### src/rtl/vga_timing_gen_if.sv
// Beam-position bus between the VGA timing generator and the renderers.
// master = timing generator, slave = downstream consumer that owns pix_en.
interface vga_timing_gen_if;
    logic        pix_en;
    logic [9:0]  hpos;
    logic [9:0]  vpos;
    logic        hsync;
    logic        vsync;
    logic        display_on;
    logic        line_start;
    logic        frame_start;
    logic [15:0] frame_cnt;

    modport master (
        input  pix_en,
        output hpos, vpos, hsync, vsync, display_on,
               line_start, frame_start, frame_cnt
    );

    modport slave (
        output pix_en,
        input  hpos, vpos, hsync, vsync, display_on,
               line_start, frame_start, frame_cnt
    );
endinterface

### src/rtl/vga_timing_gen.sv
// 640x480@60 VGA timing generator with per-line/per-frame strobes and a frame counter.
// Define VGA_SYNC_POS_EN for active-high hsync/vsync (default build is active-low).
module vga_timing_gen #(
    parameter int H_DISPLAY = 640,
    parameter int H_FRONT   = 16,
    parameter int H_SYNC    = 96,
    parameter int H_BACK    = 48,
    parameter int V_DISPLAY = 480,
    parameter int V_FRONT   = 10,
    parameter int V_SYNC    = 2,
    parameter int V_BACK    = 33
) (
    input  logic               clk,
    input  logic               res,
    vga_timing_gen_if.master   bus
);

    localparam int H_TOTAL = H_DISPLAY + H_FRONT + H_SYNC + H_BACK;
    localparam int V_TOTAL = V_DISPLAY + V_FRONT + V_SYNC + V_BACK;

    localparam logic [9:0] H_LAST   = 10'(H_TOTAL - 1);
    localparam logic [9:0] V_LAST   = 10'(V_TOTAL - 1);
    localparam logic [9:0] H_VIS    = 10'(H_DISPLAY);
    localparam logic [9:0] V_VIS    = 10'(V_DISPLAY);
    localparam logic [9:0] HS_START = 10'(H_DISPLAY + H_FRONT);
    localparam logic [9:0] HS_END   = 10'(H_DISPLAY + H_FRONT + H_SYNC);
    localparam logic [9:0] VS_START = 10'(V_DISPLAY + V_FRONT);
    localparam logic [9:0] VS_END   = 10'(V_DISPLAY + V_FRONT + V_SYNC);

`ifdef VGA_SYNC_POS_EN
    localparam logic SYNC_ON = 1'b1;
`else
    localparam logic SYNC_ON = 1'b0;
`endif

    logic [9:0]  r_hpos;
    logic [9:0]  r_vpos;
    logic        r_hsync;
    logic        r_vsync;
    logic        r_displayOn;
    logic        r_lineStart;
    logic        r_frameStart;
    logic [15:0] r_frameCnt;

    logic        w_hWrap;
    logic        w_vWrap;
    logic [9:0]  w_hNext;
    logic [9:0]  w_vNext;

    assign w_hWrap = (r_hpos == H_LAST);
    assign w_vWrap = (r_vpos == V_LAST);
    assign w_hNext = w_hWrap ? 10'd0 : r_hpos + 10'd1;
    assign w_vNext = w_hWrap ? (w_vWrap ? 10'd0 : r_vpos + 10'd1) : r_vpos;

    // Level outputs are derived from the next counter values so they line up
    // with the hpos/vpos presented in the same cycle.
    always_ff @(posedge clk or negedge res) begin
        if (!res) begin
            r_hpos       <= H_LAST;
            r_vpos       <= V_LAST;
            r_hsync      <= ~SYNC_ON;
            r_vsync      <= ~SYNC_ON;
            r_displayOn  <= 1'b0;
            r_lineStart  <= 1'b0;
            r_frameStart <= 1'b0;
            r_frameCnt   <= 16'd0;
        end else if (bus.pix_en) begin
            r_hpos       <= w_hNext;
            r_vpos       <= w_vNext;
            r_hsync      <= (w_hNext >= HS_START && w_hNext < HS_END) ? SYNC_ON : ~SYNC_ON;
            r_vsync      <= (w_vNext >= VS_START && w_vNext < VS_END) ? SYNC_ON : ~SYNC_ON;
            r_displayOn  <= (w_hNext < H_VIS) && (w_vNext < V_VIS);
            r_lineStart  <= w_hWrap;
            r_frameStart <= w_hWrap && w_vWrap;
            if (w_hWrap && w_vWrap) begin
                r_frameCnt <= r_frameCnt + 16'd1;
            end
        end else begin
            r_lineStart  <= 1'b0;
            r_frameStart <= 1'b0;
        end
    end

    assign bus.hpos        = r_hpos;
    assign bus.vpos        = r_vpos;
    assign bus.hsync       = r_hsync;
    assign bus.vsync       = r_vsync;
    assign bus.display_on  = r_displayOn;
    assign bus.line_start  = r_lineStart;
    assign bus.frame_start = r_frameStart;
    assign bus.frame_cnt   = r_frameCnt;

endmodule

### src/flat_wrapper.sv
// flat-port wrapper written by rule: the top's interface ports become plain ports
module vga_timing_gen_flat 
#(
    parameter int H_DISPLAY = 640,
    parameter int H_FRONT   = 16,
    parameter int H_SYNC    = 96,
    parameter int H_BACK    = 48,
    parameter int V_DISPLAY = 480,
    parameter int V_FRONT   = 10,
    parameter int V_SYNC    = 2,
    parameter int V_BACK    = 33
)
  (clk, res, bus_pix_en, bus_hpos, bus_vpos, bus_hsync, bus_vsync, bus_display_on, bus_line_start, bus_frame_start, bus_frame_cnt);
  vga_timing_gen_if bus_i ();
  input  logic clk;
  input  logic res;
  input wire logic [$bits(bus_i.pix_en)-1:0] bus_pix_en;
  output wire logic [$bits(bus_i.hpos)-1:0] bus_hpos;
  output wire logic [$bits(bus_i.vpos)-1:0] bus_vpos;
  output wire logic [$bits(bus_i.hsync)-1:0] bus_hsync;
  output wire logic [$bits(bus_i.vsync)-1:0] bus_vsync;
  output wire logic [$bits(bus_i.display_on)-1:0] bus_display_on;
  output wire logic [$bits(bus_i.line_start)-1:0] bus_line_start;
  output wire logic [$bits(bus_i.frame_start)-1:0] bus_frame_start;
  output wire logic [$bits(bus_i.frame_cnt)-1:0] bus_frame_cnt;
  assign bus_i.pix_en = bus_pix_en;
  assign bus_hpos = bus_i.hpos;
  assign bus_vpos = bus_i.vpos;
  assign bus_hsync = bus_i.hsync;
  assign bus_vsync = bus_i.vsync;
  assign bus_display_on = bus_i.display_on;
  assign bus_line_start = bus_i.line_start;
  assign bus_frame_start = bus_i.frame_start;
  assign bus_frame_cnt = bus_i.frame_cnt;
  vga_timing_gen #(.H_DISPLAY(H_DISPLAY), .H_FRONT(H_FRONT), .H_SYNC(H_SYNC), .H_BACK(H_BACK), .V_DISPLAY(V_DISPLAY), .V_FRONT(V_FRONT), .V_SYNC(V_SYNC), .V_BACK(V_BACK)) u_core (.clk(clk), .res(res), .bus(bus_i));
endmodule
### config.mk
export PLATFORM = sky130hd
export DESIGN_NAME = vga_timing_gen_flat
export DESIGN_NICKNAME = d
export VERILOG_FILES = /design/src/rtl/vga_timing_gen_if.sv /design/src/rtl/vga_timing_gen.sv /design/src/flat_wrapper.sv
export SDC_FILE = /design/constraint.sdc
export NUM_CORES = 1
export LEC_CHECK = 0
export BUFFER_PORTS_ARGS = -buffer_cell sky130_fd_sc_hd__buf_2
export CAP_MARGIN = 20
export CORE_ASPECT_RATIO = 0.9
export CORE_MARGIN = 5
export CORE_UTILIZATION = 59
export DETAILED_ROUTE_END_ITERATION = 10
export PLACE_DENSITY = 0.93
export SETUP_SLACK_MARGIN = 0.5
export SYNTH_ARGS = -nofsm -noshare
export SYNTH_HDL_FRONTEND = slang
export SYNTH_SLANG_ARGS = --single-unit
### constraint.sdc
create_clock -name clk -period 6 [get_ports clk]
set_clock_uncertainty 0.2 [all_clocks]
set_input_delay 1.2 -clock clk [delete_from_list [all_inputs] [get_ports clk]]
set_output_delay 1.2 -clock clk [all_outputs]
set_load 0.005 [all_outputs]
==> results.toml <==
[route]
ant_nets = 0
route.detailed.drc = 0
dr_total_vias = 1943
dr.first_iter.drc_count = 107
vias_per_cell = 5.94
first_pass_iters = 4
routed_wl_um = 5060
routedWlPerCell_um = 15.5

[pwr]
leakage_nw = 1.24
vdd_drop_max_mv = 0.179
p_seq_share_pct = 51.1
pwr-share-comb_pct = 17.9
power.internal_mw = 0.495
p_per_area_mw_per_mm2 = 269
p_switching_mw = 0.205
swShare_pct = 29.3
power_frac_clock_pct = 31.0

[clock_network]
cts_tree = "yes"
clkSlewWorstSetupHoldPaths_ns = 0.08
cts_made_buffers = 5
clk_latency_ns = 0.29
post_cts.repair.setup_buffers = 0
cts_buffer_depth = 2
h-tree-depth = 2
hold_buffers = 0
clkSinkCount = 41
post_cts_resized = 0
cts_root_buf = "clkbuf_8"

[placed_design]
pre_cts_ws_ns = 2.75
io_buffers = 43
post-dp-hpwl_um = 3560
routabilityCongestion = 0.925

[global_route]
grt.total_usage_pct = 20.5
grt_pass1_vias = 1767
antenna_found_initial = 0
grt_remaining_overflow = 0
grt_first_pass_wirelength_um = 8430
grt_max_degree = 42

[cells_and_area]
area_growth_syn_to_layout_pct = 13.6
diodes = 0
drive_gt1_share_pct = 26.0
final_nets = 288
n_fill_cell = 290
final_common_cell = "buf_2"
fin_util_pct = 69.7
layout_common_cells = "buf_2 (43), dfrtp_1 (29), nand2_1 (25)"

[logic_synthesis]
synthArstFlopShare_pct = 100
syn_avg_cell_area_um2 = 9.35
synth_edf_count = 0
ys_seq_elements = 41
syn_nets = 253
yosys_most_used_dff = "dfrtp_1"
ys_types = 50
netlist_area_mm2 = 0.00229
yosysWarningCount = 0
yosysTopAreaCell = "dfrtp_1"
yosysSeqAreaShare_pct = 45.5
synth_top_area_share_pct = 31.7
syn_inst = 245
synth.area.top_cells = "dfrtp_1 (32%), dfstp_2 (14%), xnor2_1 (5.0%)"

[setup_path]
arrival_ns = 3.42
critPathCaptureType = "flip-flop"
worstRegToRegCells = 9
cp_top_family = "simple AND/OR/NAND/NOR gates"
rr_startpoint = "u_core.bus.hpos[0]"
path_cells = "ha_1 -> nand4_1 -> nor3_2 -> nand2_1 -> inv_2 -> and2_1 -> nand3_1 -> nor2_1 -> xor2_1"
cp-start-kind = "flip-flop"
r2r_end = "u_core.bus.frame_cnt[8]"
worstPathRequired_ns = 6.01
cp_max_fo = 14
timing.reg2reg.setup_slack_ns = 2.59
path_buf_inv = 1
slowest_delay_ns = 0.68
cp.depth = 9
slowest_stage = "nor3_2"
critPathKind = "reg2reg"

[sta]
fin_crit_sh_pct = 56.8
tightest_slew_ns = 0.893
relSlewSlack_pct = 40.5
final-hold-violation-count = 0
clock.fmax_ghz = 0.294
grt_setup_unrepaired = "false"
timing.hold.ws_ns = 0.267
setup_violations = 0
finalMaxSlewViolations = 0
totalNegativeSetupSlack_ns = 0
post-route-min-period_ns = 3.41
final.setup.worst_slack_ns = 2.59

[flow_run]
drv_cap = 0

[hold_path]
hold_end = "u_core.bus.frame_cnt[15]"
hp-class = "reg2reg"
hp-start = "u_core.bus.frame_cnt[15]"
hold_depth = 1

[floorplan]
io_pins = 44
die_area_mm2 = 0.00523
die_w_um = 75.7
rows = 21
design.core.area_mm2 = 0.00373
initial_utilization_pct = 61.4
die_height_um = 69.1

[run_status]
status = "completed"
[worst register-to-register path: stages, from the launching register on]
cell and delay [ns]:
dfstp_2 0.60, ha_1 0.27, nand4_1 0.21, nor3_2 0.68, nand2_1 0.40, inv_2 0.22
and2_1 0.27, nand3_1 0.13, nor2_1 0.17, xor2_1 0.18
[how the worst max path moves through the flow]
stage                                   from                       to  slack, ns
final                     u_core.bus.hpos[0]  u_core.bus.frame_cnt[8]       2.59
after global routing      u_core.bus.hpos[0]  u_core.bus.frame_cnt[8]       2.34
after global placement    u_core.bus.hpos[0]  u_core.bus.frame_cnt[1]       2.90
after CTS                 u_core.bus.hpos[0]  u_core.bus.frame_cnt[8]       2.67
after detailed placement  u_core.bus.hpos[0]  u_core.bus.frame_cnt[6]       2.75
after floorplan                   bus_pix_en       u_core.bus.vpos[8]       3.40
[power groups by stage]
stage | combinational [mW] | sequential, mW | clock, mW
final | 0.125 | 0.357 | 0.217
after global routing | 0.141 | 0.364 | 0.230
after CTS | 0.125 | 0.357 | 0.222
after detailed placement | 0.124 | 0.363 | 0
after global placement | 0.122 | 0.361 | 0
after floorplan | 0.102 | 0.342 | 0
[synthesized netlist by cell type, drive strengths merged, types with 2 or more instances]
cell and count:
and3 7, dfstp 12, nand3 20, a211oi 2
o21ai 11, nand2b 5, xor2 10, nand2 25
clkbuf 9, and2 2, nand4 7, mux2 2
o31ai 6, nor4 2, a21oi 8, xnor2 13
dfrtp 29, a22oi 2, ha 5, nor3 7
or4b 2, inv 8, nor2 22, buf 6
a31oi 5
[cell families (layout without fill, tap and decap cells)]
kind of cell | Yosys count | in the layout | share of synthesized area [%]
flip-flops | 41 | 41 | 45.5
XOR/XNOR | 23 | 23 | 8.80
adder cells (fa/ha/maj) | 5 | 5 | 2.73
buffers and inverters | 23 | 59 | 4.37
multiplexers | 3 | 3 | 1.42
AO/OA/AOI/OAI | 46 | 46 | 13.3
AND/OR/NAND/NOR | 104 | 104 | 23.9
[registers in the layout, summed over array words and instances, names as in the netlist]
| register | count |
|---|---|
| u_core.bus.vpos | 10 |
| u_core.bus.line_start | 1 |
| u_core.bus.display_on | 1 |
| u_core.bus.hsync | 1 |
| u_core.bus.frame_cnt | 16 |
| u_core.bus.hpos | 10 |
| u_core.bus.vsync | 1 |
| u_core.bus.frame_start | 1 |
[through the flow]
stage                     area, um^2  instances  total power [mW]
after global placement          2490        319             0.482
after global routing            2600        327             0.735
after CTS                       2600        327             0.705
after floorplan                 2290        245             0.444
after detailed placement        2490        319             0.487
final                           2600        327             0.699
[cell type report]
| class | instances | area, um^2 | area share [%] |
|---|---|---|---|
| clock buffers | 6 | 72.6 | 2.79 |
| clock inverters | 2 | 35.0 | 1.35 |
| inverters | 8 | 30.0 | 1.15 |
| multi-input cells | 181 | 1150 | 44.2 |
| flip-flops and latches | 41 | 1040 | 40.0 |
| well taps | 46 | 57.6 | 2.21 |
| repair buffers | 43 | 215 | 8.28 |
[routing by layer]
layer  vias up  GRT usage (%)  wire (um)
met5         -              0          0
met4         0           7.38         85
met3         6           4.51        335
met2        83           30.9       2440
met1       918           28.8       2190
li1        936              -          -
Note: power is estimated with default switching activity, not from simulation.
